`config.mk`:
```
export PLATFORM = sky130hd
export DESIGN_NAME = mem_arbiter
export DESIGN_NICKNAME = d
export VERILOG_FILES = /design/src/rtl/mem_arbiter_pkg.sv /design/src/rtl/mem_arbiter.sv
export SDC_FILE = /design/constraint.sdc
export NUM_CORES = 1
export LEC_CHECK = 0
export BUFFER_PORTS_ARGS = -buffer_cell sky130_fd_sc_hd__buf_4
export CAP_MARGIN = 20
export CORE_MARGIN = 2
export CORE_UTILIZATION = 41
export CTS_CLUSTER_SIZE = 28
export DETAILED_ROUTE_END_ITERATION = 8
export PLACE_DENSITY = 0.76
export REMOVE_ABC_BUFFERS = 1
export SKIP_CTS_REPAIR_TIMING = 1
export SYNTH_ARGS = -nofsm -noshare
export SYNTH_HDL_FRONTEND = slang
export SYNTH_SLANG_ARGS = --single-unit
```
`constraint.sdc`:
```
create_clock -name clk -period 1.4 [get_ports clk]
set_input_delay 0 -clock clk [delete_from_list [all_inputs] [get_ports clk]]
set_output_delay 0 -clock clk [all_outputs]
set_load 0.005 [all_outputs]
```
`src/rtl/mem_arbiter_pkg.sv`:
```
// mem_arbiter_pkg: shared FSM state encoding and requester ids for the RAM arbiter.
package mem_arbiter_pkg;
   typedef enum logic [1:0] {IDLE, ISSUE, WAIT, DONE} state_t;
   localparam logic [1:0] ID_VID = 2'd0;
   localparam logic [1:0] ID_CPU = 2'd1;
   localparam logic [1:0] ID_DMA = 2'd2;
endpackage

```
`src/rtl/mem_arbiter.sv`:
```
// mem_arbiter: shares one synchronous single-port RAM between video, CPU and DMA requesters.
// Video has absolute priority; CPU and DMA alternate; every access takes IDLE/ISSUE/WAIT/DONE.
module mem_arbiter #(
   parameter int ADDR_W = 16,
   parameter int DATA_W = 8
) (
   input  logic              clk,
   input  logic              reset_n,
   input  logic              vid_req,
   input  logic [ADDR_W-1:0] vid_addr,
   output logic              vid_ack,
   output logic [DATA_W-1:0] vid_rdata,
   input  logic              cpu_req,
   input  logic              cpu_we,
   input  logic [ADDR_W-1:0] cpu_addr,
   input  logic [DATA_W-1:0] cpu_wdata,
   output logic              cpu_ack,
   output logic [DATA_W-1:0] cpu_rdata,
   output logic              cpu_wait,
   input  logic              dma_req,
   input  logic              dma_we,
   input  logic [ADDR_W-1:0] dma_addr,
   input  logic [DATA_W-1:0] dma_wdata,
   output logic              dma_ack,
   output logic [DATA_W-1:0] dma_rdata,
   output logic [ADDR_W-1:0] mem_a,
   output logic [DATA_W-1:0] mem_d,
   output logic              mem_we,
   input  logic [DATA_W-1:0] mem_q
);
   import mem_arbiter_pkg::*;

   state_t              state_q, state_d;
   logic [1:0]          id_q, id_d;
   logic [ADDR_W-1:0]   addr_q, addr_d;
   logic                we_q, we_d;
   logic [DATA_W-1:0]   wdata_q, wdata_d;
   logic                pref_q, pref_d;
   logic [2:0]          mask_q, mask_d;
   logic [DATA_W-1:0]   vid_rdata_q, vid_rdata_d;
   logic [DATA_W-1:0]   cpu_rdata_q, cpu_rdata_d;
   logic [DATA_W-1:0]   dma_rdata_q, dma_rdata_d;
   logic                v, c, d;

   // pref_q = 1 means DMA wins the next CPU/DMA tie; mask_q blocks the just-served requester for one IDLE
   always_comb begin
      state_d     = state_q;
      id_d        = id_q;
      addr_d      = addr_q;
      we_d        = we_q;
      wdata_d     = wdata_q;
      pref_d      = pref_q;
      mask_d      = '0;
      vid_rdata_d = vid_rdata_q;
      cpu_rdata_d = cpu_rdata_q;
      dma_rdata_d = dma_rdata_q;
      v           = vid_req & ~mask_q[ID_VID];
      c           = cpu_req & ~mask_q[ID_CPU];
      d           = dma_req & ~mask_q[ID_DMA];
      case (state_q)
         IDLE: if (v | c | d) begin
            state_d = ISSUE;
            id_d    = v ? ID_VID : (c & (~d | ~pref_q)) ? ID_CPU : ID_DMA;
            addr_d  = v ? vid_addr : (id_d == ID_CPU) ? cpu_addr : dma_addr;
            we_d    = ~v & ((id_d == ID_CPU) ? cpu_we : dma_we);
            wdata_d = v ? '0 : (id_d == ID_CPU) ? cpu_wdata : dma_wdata;
            pref_d  = v ? pref_q : (id_d == ID_CPU);
         end
         ISSUE: state_d = WAIT;
         WAIT: begin
            state_d     = DONE;
            vid_rdata_d = (id_q == ID_VID) ? mem_q : vid_rdata_q;
            cpu_rdata_d = (id_q == ID_CPU) ? mem_q : cpu_rdata_q;
            dma_rdata_d = (id_q == ID_DMA) ? mem_q : dma_rdata_q;
         end
         DONE: begin
            state_d = IDLE;
            mask_d  = 3'b001 << id_q;
         end
         default: state_d = IDLE;
      endcase
   end

   always_ff @(posedge clk or negedge reset_n) begin
      if (!reset_n) begin
         state_q     <= IDLE;
         id_q        <= ID_VID;
         addr_q      <= '0;
         we_q        <= 1'b0;
         wdata_q     <= '0;
         pref_q      <= 1'b0;
         mask_q      <= '0;
         vid_rdata_q <= '0;
         cpu_rdata_q <= '0;
         dma_rdata_q <= '0;
      end else begin
         state_q     <= state_d;
         id_q        <= id_d;
         addr_q      <= addr_d;
         we_q        <= we_d;
         wdata_q     <= wdata_d;
         pref_q      <= pref_d;
         mask_q      <= mask_d;
         vid_rdata_q <= vid_rdata_d;
         cpu_rdata_q <= cpu_rdata_d;
         dma_rdata_q <= dma_rdata_d;
      end
   end

   assign mem_a     = addr_q;
   assign mem_d     = wdata_q;
   assign mem_we    = (state_q == ISSUE) & we_q;
   assign vid_ack   = (state_q == DONE) & (id_q == ID_VID);
   assign cpu_ack   = (state_q == DONE) & (id_q == ID_CPU);
   assign dma_ack   = (state_q == DONE) & (id_q == ID_DMA);
   assign vid_rdata = vid_rdata_q;
   assign cpu_rdata = cpu_rdata_q;
   assign dma_rdata = dma_rdata_q;
   assign cpu_wait  = cpu_req & ~cpu_ack;
endmodule
```
-- Word level (Yosys, flattened, before mapping)
Cells that the tools add are included.
- output and inout port bits: 53
- input port bits: 79
- register bits after elaboration: 57
- logic and storage cells: 55
- equality and inequality tests: 7
- bitwise gates (word level): 20
- multiplexer cells: 10
- reduce and logical (&&, ||, !) cells: 7
- shifts and indexed selects: 1
- operators by type and width (operator ; number):
    16-bit 2-to-1 mux ; 2
    8-bit 2-to-1 mux ; 2
    1-bit AND ; 10
    2-bit case mux with 4 select lines ; 1
    2-bit AND reduction ; 4
    1-bit NOT ; 7
    2-bit by 1-bit equality test with 1-bit output (second input constant) ; 3
    2-bit equality test (second input constant) ; 3
    2-bit 2-to-1 mux ; 3
    2-bit zero test ; 2
    3-bit 2-to-1 mux ; 1
    1-bit OR ; 3
    3-bit AND reduction ; 1
    1-bit by 2-bit << shifter with 3-bit output (first input constant) ; 1
    2-bit != test (second input constant) ; 1
    1-bit 2-to-1 mux ; 1

-- Longest topological paths before layout
Gate-level depths: netlist of run 1.
- depth after elaboration: 10
- gate-level depth with buffers: 7
- depth with buffers taken out: 5

-- Worst setup path after synthesis of run 1
No wires, ideal clock.
- kind: register to register
- start: register state_q[0]
- end: register vid_rdata_q[0] (netlist: vid_rdata[0])
- path buffers: 0
- data required time: 1275 ps
- cell stages (with the launch flop): 5
- path slack: -112 ps
- data arrival time: 1387 ps
- period minus slack after synthesis: 1512 ps
- cells stage by stage: dfrtp_1 -> inv_1 -> ha_1 -> nor3b_4 -> mux2_2
- word-level cells in the longest chain between the ends: 2
- RTL lines (item ; RTL line ; source):
    from (decl) ; mem_arbiter.sv:33 ; state_t state_q, state_d;
    from (signal assigned) ; mem_arbiter.sv:97 ; state_q <= state_d;
    2-bit equality test ; mem_arbiter.sv:60 ; case (state_q)
    2-bit AND reduction (no source line) ; - ;
    to (signal assigned) ; mem_arbiter.sv:104 ; vid_rdata_q <= vid_rdata_d;
    to (decl) ; mem_arbiter.sv:40 ; logic [DATA_W-1:0] vid_rdata_q, vid_rdata_d;
No other way between the ends.
A chain may end at the register's enable or synchronous reset.

-- Final worst setup path of run 1
- start: register mask_q[1]
- end: register addr_q[1] (netlist: mem_a[1])
- word-level cells in the longest chain between the ends: 8
- RTL lines (item ; RTL line ; source):
    from (decl) ; mem_arbiter.sv:39 ; logic [2:0] mask_q, mask_d;
    from (signal assigned) ; mem_arbiter.sv:103 ; mask_q <= mask_d;
    1-bit NOT (*) ; mem_arbiter.sv:58 ; c = cpu_req & ~mask_q[ID_CPU];
    1-bit AND (*) ; mem_arbiter.sv:58 ;
    1-bit AND ; mem_arbiter.sv:63 ; id_d = v ? ID_VID : (c & (~d | ~pref_q)) ? ID_CPU : ID_DMA;
    2-bit 2-to-1 mux (2 in series) ; mem_arbiter.sv:63 ;
    2-bit by 1-bit equality test with 1-bit output ; mem_arbiter.sv:64 ; addr_d = v ? vid_addr : (id_d == ID_CPU) ? cpu_addr : dma_addr;
    16-bit 2-to-1 mux (2 in series) ; mem_arbiter.sv:64 ;
    to (signal assigned) ; mem_arbiter.sv:99 ; addr_q <= addr_d;
    to (decl) ; mem_arbiter.sv:35 ; logic [ADDR_W-1:0] addr_q, addr_d;
Mark *: on every way between the ends. The rest lies on a longest branch, timed or not.

==> qor.txt, run 1 <==
CTS sink cnt = 57
Final worst slack = -0.138 ns
Static leakage = 2.26 nW
Async set-reset flop share out of synthesis = 100%
Xor-xnor portion of the synthesized cell area = 0%
Initial core utilization = 42.0%
Synth Area in Adders = 2.36%
Main combinational cell family by area after synthesis = compound AO/OA/AOI/OAI gates
CP peak stage delay = 0.39 ns
Area leader, netlist = dfrtp_1
Slowest CP cell = o31a_4
Post-synthesis cell type count = 32
Core Box Area = 0.00631 mm²
Clock Path Buffers = 2
Number of global-route vias before repair = 2367
Synth Flop Type = dfrtp_1
Post-Syn Area = 0.00265 mm²
WP buf/inv = 2
Simple-Gate Fraction of Synth Area = 10.6%
Max H-tree Level = 3
Worst Hold Slack = -0.0314 ns
Multi-input gate area = 0.00125 mm²
Mean routed wirelength per cell = 16.9 µm
Synthesis Warnings = 0
PortBufs = 131
Final nets = 518
Most numerous cell in the Yosys netlist = dfrtp_1
CP Launch Type = flop
Setup WS pre-CTS = -0.289 ns
Worst slew margin = 52.3%
Final ANT Viol Nets = 0
Post-synth EDFFs = 0
I/O pins = 132
Max VDD drop = 1.20 mV
Register area = 0.00143 mm²
Die W = 84.4 µm
F_max = 650 MHz
Drt total wl = 8.72 mm
Row Count = 29
Post-synthesis cell count = 224
Top cells by count, synth = 57 x dfrtp_1, 24 x a21oi_1, 24 x mux2_2
Clock transition at path regs = 0.07 ns
Main area contributors after synthesis = dfrtp_1 54%, mux2_2 10%, a21oi_1 4.5%
Yosys top cell area share = 53.8%
Die height = 84.4 µm
Maximum fanout along the worst path = 6
Failing checks = hold timing, setup timing
Crit path kind = reg2reg
RePlAce Congestion = 0.784
CP Capture Type = flop
GRT Util Overall = 19.9%
CTS Buf Count = 9
Hold Path Class = in2reg
Drt initial violations = 180
Antenna Cells = 0
CP Data Arrival Time = 1.75 ns
Initial antenna violation count = 0
Fin crit period = 1.54 ns
Final hold violations = 6
Area Overhead vs Synth = 81.5%
Fin crit share = 110%
First-pass GRT wire length = 11.4 mm
Vias = 2633
Most frequent cell on the critical path = buf_6
Die ar. = 0.00712 mm²
Pin count of the biggest net entering global routing = 58
Syn avg cell area = 11.8 µm²
# DRC = 0
Status = finished with violations
Pwr/cell area = 1920 mW/mm²
Share of post-route cells with drive strength above 1 = 55.6%
Mux cell area share after synthesis = 13.6%
Fin util = 76.2%
Final setup violation count = 33
Critical path required time = 1.61 ns
Synth Area in Compound Gates = 16.1%
Fillers = 409
Max-cap viol count = 0
Slew at the pin closest to its max-slew limit = 0.715 ns
DP HPWL = 5.15 mm
Remaining Overflow, GRT = 0
Yosys reg bits = 57
DR pass1 iterations = 4
Seq/Total Area, Yosys = 53.8%
RSZ-0062 raised after global routing = yes
DR vias/cell = 5.10
Clk Latency, worst-skew pair = 0.33 ns
Top delay family on crit path = compound AO/OA/AOI/OAI gates
Worst R2R Setup Slack = -0.14 ns
Fin. max-slew vios = 0
CTS root buf = clkbuf_8
Final setup skew = 0.0108 ns
CTS tree = yes
Critical path, cell by cell = and2b_4 > buf_6 > o31a_4 > buf_6 > nor2_1 > a21oi_1
==> state kept, by name, indices dropped and copies added, names as in the netlist <==
register and flops:
mem_a 16, cpu_rdata 8, dma_rdata 8, mem_d 8, vid_rdata 8, mask_q 3
id_q 2, state_q 2, pref_q 1, we_q 1
==> per-layer routing <==
layer | vias to the layer above | wire, µm | global-route usage, %
met1 | 1262 | 3370 | 24.6
met3 | 22 | 601 | 6.29
met2 | 122 | 4520 | 32.1
met5 | - | 0 | 0
li1 | 1227 | - | -
met4 | 0 | 237 | 9.09
==> metrics by stage <==
step	cells	area (µm²)	total power, mW	setup TNS (ns)
2_1_floorplan	212	2560	4.73	-9.68
3_3_place_gp	441	3880	6.87	-5.11
3_5_place_dp	441	3880	7.00	-7.01
4_1_cts	457	4090	8.65	-7.87
5_1_grt	516	4810	9.80	-4.14
6_report	516	4810	9.23	-1.92
==> cells in the final DEF (no fill, tap or decap), drive strengths merged, types with 2 or more instances in the layout <==
master / count
buf: 157
o21ai: 12
clkbuf: 12
nand2b: 2
a21oi: 34
dfrtp: 57
ha: 5
dlygate4sd3: 53
and2b: 2
nand2: 19
nand3b: 3
mux2: 24
clkinvlp: 2
mux2i: 9
nor2: 17
inv: 2
a22oi: 16
nor2b: 2
nor3b: 2
==> cell families after synthesis <==
| family | count (synthesis) |
|---|---|
| buffers and inverters | 14 |
| flip-flops | 57 |
| AND/OR/NAND/NOR | 50 |
| multiplexers | 33 |
| AO/OA/AOI/OAI | 65 |
| adder cells (fa/ha/maj) | 5 |
==> power breakdown <==
| group | internal, mW | total (mW) | leakage [nW] | switching [mW] |
|---|---|---|---|---|
| registers | 2.45 | 2.97 | 0.680 | 0.525 |
| logic | 2.67 | 4.61 | 1.47 | 1.94 |
| clock network | 0.964 | 1.64 | 0.105 | 0.678 |
| total | 6.08 | 9.23 | 2.26 | 3.15 |
==> worst register-to-register path: cells and delay by family (launching register included) <==
kind / cells / cell delay (ns)
flip-flops: 1 / 0.35
buffers and inverters: 2 / 0.29
AND/OR/NAND/NOR: 2 / 0.31
AO/OA/AOI/OAI: 2 / 0.47
==> layout make-up <==
type | instances | share of cell area, %
Multi-Input combinational cell | 154 | 26.1
Tap cell | 77 | 2.00
Clock buffer | 12 | 3.43
Sequential cell | 57 | 29.7
Inverter | 2 | 0.156
Timing Repair Buffer | 210 | 37.6
Clock inverter | 4 | 1.04
==> worst paths after layout <==
kind,startpoint,end,cells after the start
setup / recovery,mask_q[1],mem_a[1],6
hold / removal,cpu_addr[15],mem_a[15],3
setup reg to reg,mask_q[1],mem_a[1],6
hold reg to reg,mem_d[4],mem_d[4],2
max in group asynchronous,reset_n,mem_d[6],2
min in group asynchronous,reset_n,vid_rdata[5],2
No activity file was read; power rests on OpenSTA's default activity.
==> run 2, diff against run 1 <==
--- a/config.mk
+++ b/config.mk
@@ -9,10 +9,8 @@
 export CAP_MARGIN = 20
 export CORE_MARGIN = 2
 export CORE_UTILIZATION = 41
-export CTS_CLUSTER_SIZE = 28
 export DETAILED_ROUTE_END_ITERATION = 8
 export PLACE_DENSITY = 0.76
-export REMOVE_ABC_BUFFERS = 1
 export SKIP_CTS_REPAIR_TIMING = 1
 export SYNTH_ARGS = -nofsm -noshare
 export SYNTH_HDL_FRONTEND = slang
==> run 2 against run 1 <==
The run still ends with hold timing, setup timing left. Register-to-register slack better by 0.05 ns. Worst hold slack better by 0.0084 ns. Wire length down 9.3%. Maximum frequency up 3.5%. Critical path depth down 2. Count of clock-buffer cells in the layout unchanged. Utilization down 1.8 points. Sequential power about the same. Global-route usage about the same. Flip-flop and latch count unchanged. Non-clock buffer count down 14.
==> qor.txt, run 2 (synthesis results as in run 1) <==
Maximum fanout along the worst path = 17
Status = finished with violations
Drt total wl = 7.91 mm
Setup crit start = mask_q[2]
Most frequent cells in the layout = 143 x buf_4, 57 x dfrtp_1, 44 x dlygate4sd3_1, 23 x a21oi_2, 16 x mux2_2
CTS root buf = clkbuf_8
Worst R2R Start = mask_q[2]
Pwr/cell area = 1980 mW/mm²
Clk Latency, worst-skew pair = 0.32 ns
Clock group share of total power = 19.1%
CTS Buf Count = 9
Worst slew margin = 51.1%
Final nets = 503
Drt initial violations = 80
CP peak stage delay = 0.36 ns
Critical path, cell by cell = and2b_2 > o31a_1 > buf_12 > a22o_1
Initial antenna violation count = 0
DR pass1 iterations = 4
Static leakage = 2.22 nW
Vias = 2528
Final Non-Filler Cells = 501
Syn nets = 308
Share of post-route cells with drive strength above 1 = 56.1%
Worst reg2reg path depth = 4
CP Launch Type = flop
Final worst slack = -0.0855 ns
# DRC = 0
Fin crit share = 106%
Final setup violation count = 33
Final ANT Viol Nets = 0
Pin count of the biggest net entering global routing = 58
Switching Fraction = 32.8%
Final hold violations = 8
Top delay family on crit path = compound AO/OA/AOI/OAI gates
Commonest non-fill, non-tap cell in the layout = buf_4
Clock transition at path regs = 0.06 ns
GRT Util Overall = 19.9%
Slew at the pin closest to its max-slew limit = 0.734 ns
Worst R2R Setup Slack = -0.09 ns
Final setup skew = 0.00593 ns
I/O pins = 132
Max-cap viol count = 0
Fin. max-slew vios = 0
CTS tree = yes
Fillers = 444
First-pass GRT wire length = 11.2 mm
Area Overhead vs Synth = 77.1%
Core Box Area = 0.00631 mm²
Combinational power share = 49.1%
Placed Cells = 440
DP HPWL = 5.19 mm
Number of global-route vias before repair = 2415
Fin crit period = 1.49 ns
Crit. path cell count = 4
Hold Path Class = in2reg
Sequential power share = 31.9%
Post-route setup TNS = -0.761 ns
Max H-tree Level = 3
Number of flip-flops in the largest register = 16
Crit path kind = reg2reg
Failing checks = hold timing, setup timing
CP Capture Type = flop
WP buf/inv = 1
DR vias/cell = 5.05
Remaining Overflow, GRT = 0
Die W = 84.4 µm
Slowest CP cell = o31a_1
Sw power = 3.04 mW
Worst Hold Slack = -0.0230 ns
Critical path required time = 1.61 ns
CTS sink cnt = 57
Die height = 84.4 µm
Mean routed wirelength per cell = 15.8 µm
Internal power = 6.23 mW
RePlAce Congestion = 0.781
Setup crit end = pref_q
Die ar. = 0.00712 mm²
F_max = 673 MHz
RSZ-0062 raised after global routing = yes
Max VDD drop = 1.09 mV
PortBufs = 131
Row Count = 29
Initial core utilization = 42.0%
Clock Path Buffers = 2
Antenna Cells = 0
Critical R2R Capture = pref_q
CP Data Arrival Time = 1.69 ns
[run 2: changes by cell type in the layout (fill, tap and decap cells not counted), sizes merged]
cell         change
dlygate4sd3      -9
buf              -5
clkinvlp         -2
bufinv           +1
clkinv           +1
nand2            -1
[run 2: worst reg2reg max path, stage by stage, from the launching register on]
cell and delay (ns):
dfrtp_1 0.35, and2b_2 0.26, o31a_1 0.36, buf_12 0.18
a22o_1 0.22
[run 2: worst min path at each step]
stage / start / endpoint / slack (ns) / cells after the start
2_1_floorplan: reset_n / cpu_rdata[0] / -0.30 / 0
3_3_place_gp: reset_n / mem_a[14] / 0.1 / 1
3_5_place_dp: reset_n / mem_a[14] / 0.11 / 1
4_1_cts: reset_n / mem_a[14] / -0.25 / 1
5_1_grt: vid_addr[10] / mem_a[10] / 0.001 / 3
6_report: cpu_addr[0] / mem_a[0] / -0.02 / 3
[run 2: final cells by class]
| class | instances | area [µm²] | share of cell area, % |
|---|---|---|---|
| repair buffers | 196 | 1670 | 35.5 |
| flip-flops and latches | 57 | 1430 | 30.4 |
| multi-input cells | 153 | 1260 | 26.8 |
| clock buffers | 12 | 165 | 3.52 |
| well taps | 77 | 96.3 | 2.05 |
| clock inverters | 4 | 73.8 | 1.57 |
| inverters | 2 | 7.51 | 0.160 |
[run 2: layer usage]
metal	vias up	wire length [µm]	global-route usage [%]
met5	-	0	0
met4	0	163	8.51
met3	15	475	5.11
met2	100	4140	33.5
met1	1224	3130	24.5
li1	1189	-	-
[run 2: power by group through the flow]
stage | registers [mW] | clock network [mW] | logic [mW]
global route | 3.05 | 1.89 | 4.92
global placement | 2.93 | 0 | 3.99
CTS | 2.94 | 1.81 | 4.12
finish | 2.96 | 1.77 | 4.55
floorplan | 2.93 | 0 | 2.01
detailed placement | 2.96 | 0 | 4.10
[run 2: stage by stage]
step	utilization (%)	worst slack (ns)	total power, mW	cell area [µm²]
global placement	61.5	0.00241	6.91	3880
detailed placement	61.5	-0.0562	7.06	3880
floorplan	-	-0.0591	4.94	2670
global route	74.3	-0.103	9.85	4690
finish	74.3	-0.0855	9.27	4690
CTS	65.3	-0.0638	8.87	4120
==> run 3, diff against run 2 <==
--- a/config.mk
+++ b/config.mk
@@ -9,8 +9,10 @@
 export CAP_MARGIN = 20
 export CORE_MARGIN = 2
 export CORE_UTILIZATION = 41
+export CTS_CLUSTER_DIAMETER = 150
 export DETAILED_ROUTE_END_ITERATION = 8
 export PLACE_DENSITY = 0.76
+export RECOVER_POWER = 25
 export SKIP_CTS_REPAIR_TIMING = 1
 export SYNTH_ARGS = -nofsm -noshare
 export SYNTH_HDL_FRONTEND = slang
==> run 3 against run 2 <==
The flow still finishes with violations (hold timing, setup timing). Clock skew about the same. Register-to-register slack about the same. Worst hold slack worse by 0.0017 ns. Non-clock buffer count unchanged. Combinational power down 0.9%. Critical path depth unchanged. Critical endpoint unchanged.
==> qor.txt, run 3 (synthesis results as in run 1) <==
Final hold violations = 8
Worst Hold Slack = -0.0247 ns
Clock Path Buffers = 2
Share of post-route cells with drive strength above 1 = 55.7%
Drt total wl = 7.89 mm
Static leakage = 2.20 nW
CP Launch Type = flop
Initial antenna violation count = 0
Placed Cells = 440
Setup crit end = pref_q
Fin. max-slew vios = 0
Status = finished with violations
DR vias/cell = 5.02
Hold Path Class = in2reg
Critical path, cell by cell = and2b_2 > o31a_1 > buf_12 > a22o_1
F_max = 673 MHz
Met2 Resource Use GR = 33.5%
Slew at the pin closest to its max-slew limit = 0.791 ns
Worst slew margin = 47.3%
Die W = 84.4 µm
Final setup skew = 0.00612 ns
Antenna Cells = 0
Final worst slack = -0.0854 ns
Worst reg2reg path depth = 4
# DRC = 0
CP Capture Type = flop
Remaining Overflow, GRT = 0
CP Data Arrival Time = 1.70 ns
Final Non-Filler Cells = 501
I/O pins = 132
Max H-tree Level = 3
DR pass1 iterations = 4
Area Overhead vs Synth = 76.8%
Grt met1 use = 24.5%
Syn nets = 308
Setup WS pre-CTS = -0.0562 ns
Final setup violation count = 34
Vias = 2514
Fin crit period = 1.49 ns
Die ar. = 0.00712 mm²
Fin util = 74.2%
Core Box Area = 0.00631 mm²
DP HPWL = 5.19 mm
Fin crit share = 106%
Power consumption = 9.23 mW
Worst R2R Start = mask_q[2]
Final nets = 503
Mean routed wirelength per cell = 15.7 µm
Met3 Use GR = 5.11%
Setup crit start = mask_q[2]
Max VDD drop = 1.09 mV
GRT Util Overall = 19.9%
Failing checks = hold timing, setup timing
PortBufs = 131
Maximum fanout along the worst path = 17
Crit path kind = reg2reg
Initial core utilization = 42.0%
Commonest non-fill, non-tap cell in the layout = buf_4
Busiest grt layer = met2
Pin count of the biggest net entering global routing = 58
CTS root buf = clkbuf_8
CTS tree = yes
Most frequent cells in the layout = 125 x buf_4, 57 x dfrtp_1, 44 x dlygate4sd3_1, 23 x a21oi_2
Drt initial violations = 76
Post-route cell area = 0.00469 mm²
RePlAce Congestion = 0.781
Final ANT Viol Nets = 0
Number of flip-flops in the largest register = 16
First-pass GRT wire length = 11.2 mm
Worst R2R Setup Slack = -0.09 ns
Clk Latency, worst-skew pair = 0.32 ns
CP peak stage delay = 0.36 ns
Number of global-route vias before repair = 2415
Row Count = 29
Pwr/cell area = 1970 mW/mm²
Clock transition at path regs = 0.06 ns
Critical path required time = 1.61 ns
Critical R2R Capture = pref_q
Post-route setup TNS = -0.758 ns
Slowest CP cell = o31a_1
Placed Area = 0.00388 mm²
CTS Buf Count = 9
Die height = 84.4 µm
RSZ-0062 raised after global routing = yes
CTS sink cnt = 57
Max-cap viol count = 0
run 3: area by class of cell:
type / count / area, µm²
fillers: 446 / 1630
inverters: 2 / 7.51
repair buffers: 196 / 1660
clock inverters: 4 / 73.8
clock buffers: 12 / 165
well taps: 77 / 96.3
multi-input cells: 153 / 1260
flip-flops and latches: 57 / 1430
run 3: critical path, delay by kind of cell, from the launching register on:
kind	cells	cell delay, ns
AOI/OAI and AO/OA	2	0.58
buffers and inverters	1	0.18
DFF	1	0.35
and+or+nand+nor	1	0.26
run 3: how the worst min path moves through the flow:
stage	from	endpoint	slack [ns]	depth (start not counted)
after floorplan	reset_n	cpu_rdata[0]	-0.30	0
after global placement	reset_n	mem_a[14]	0.1	1
after detailed placement	reset_n	mem_a[14]	0.11	1
after CTS	reset_n	mem_a[14]	-0.25	1
after global routing	vid_addr[10]	mem_a[10]	0.001	3
final	cpu_addr[0]	mem_a[0]	-0.02	3
run 3: layer usage:
layer	wire length [µm]	up-vias
met5	0	-
met4	167	0
met3	458	15
met2	4130	93
met1	3140	1217
li1	-	1189
run 3: where the power goes:
part	switching (mW)	internal [mW]
sequential	0.500	2.45
clock	0.622	1.15
combinational	1.91	2.60
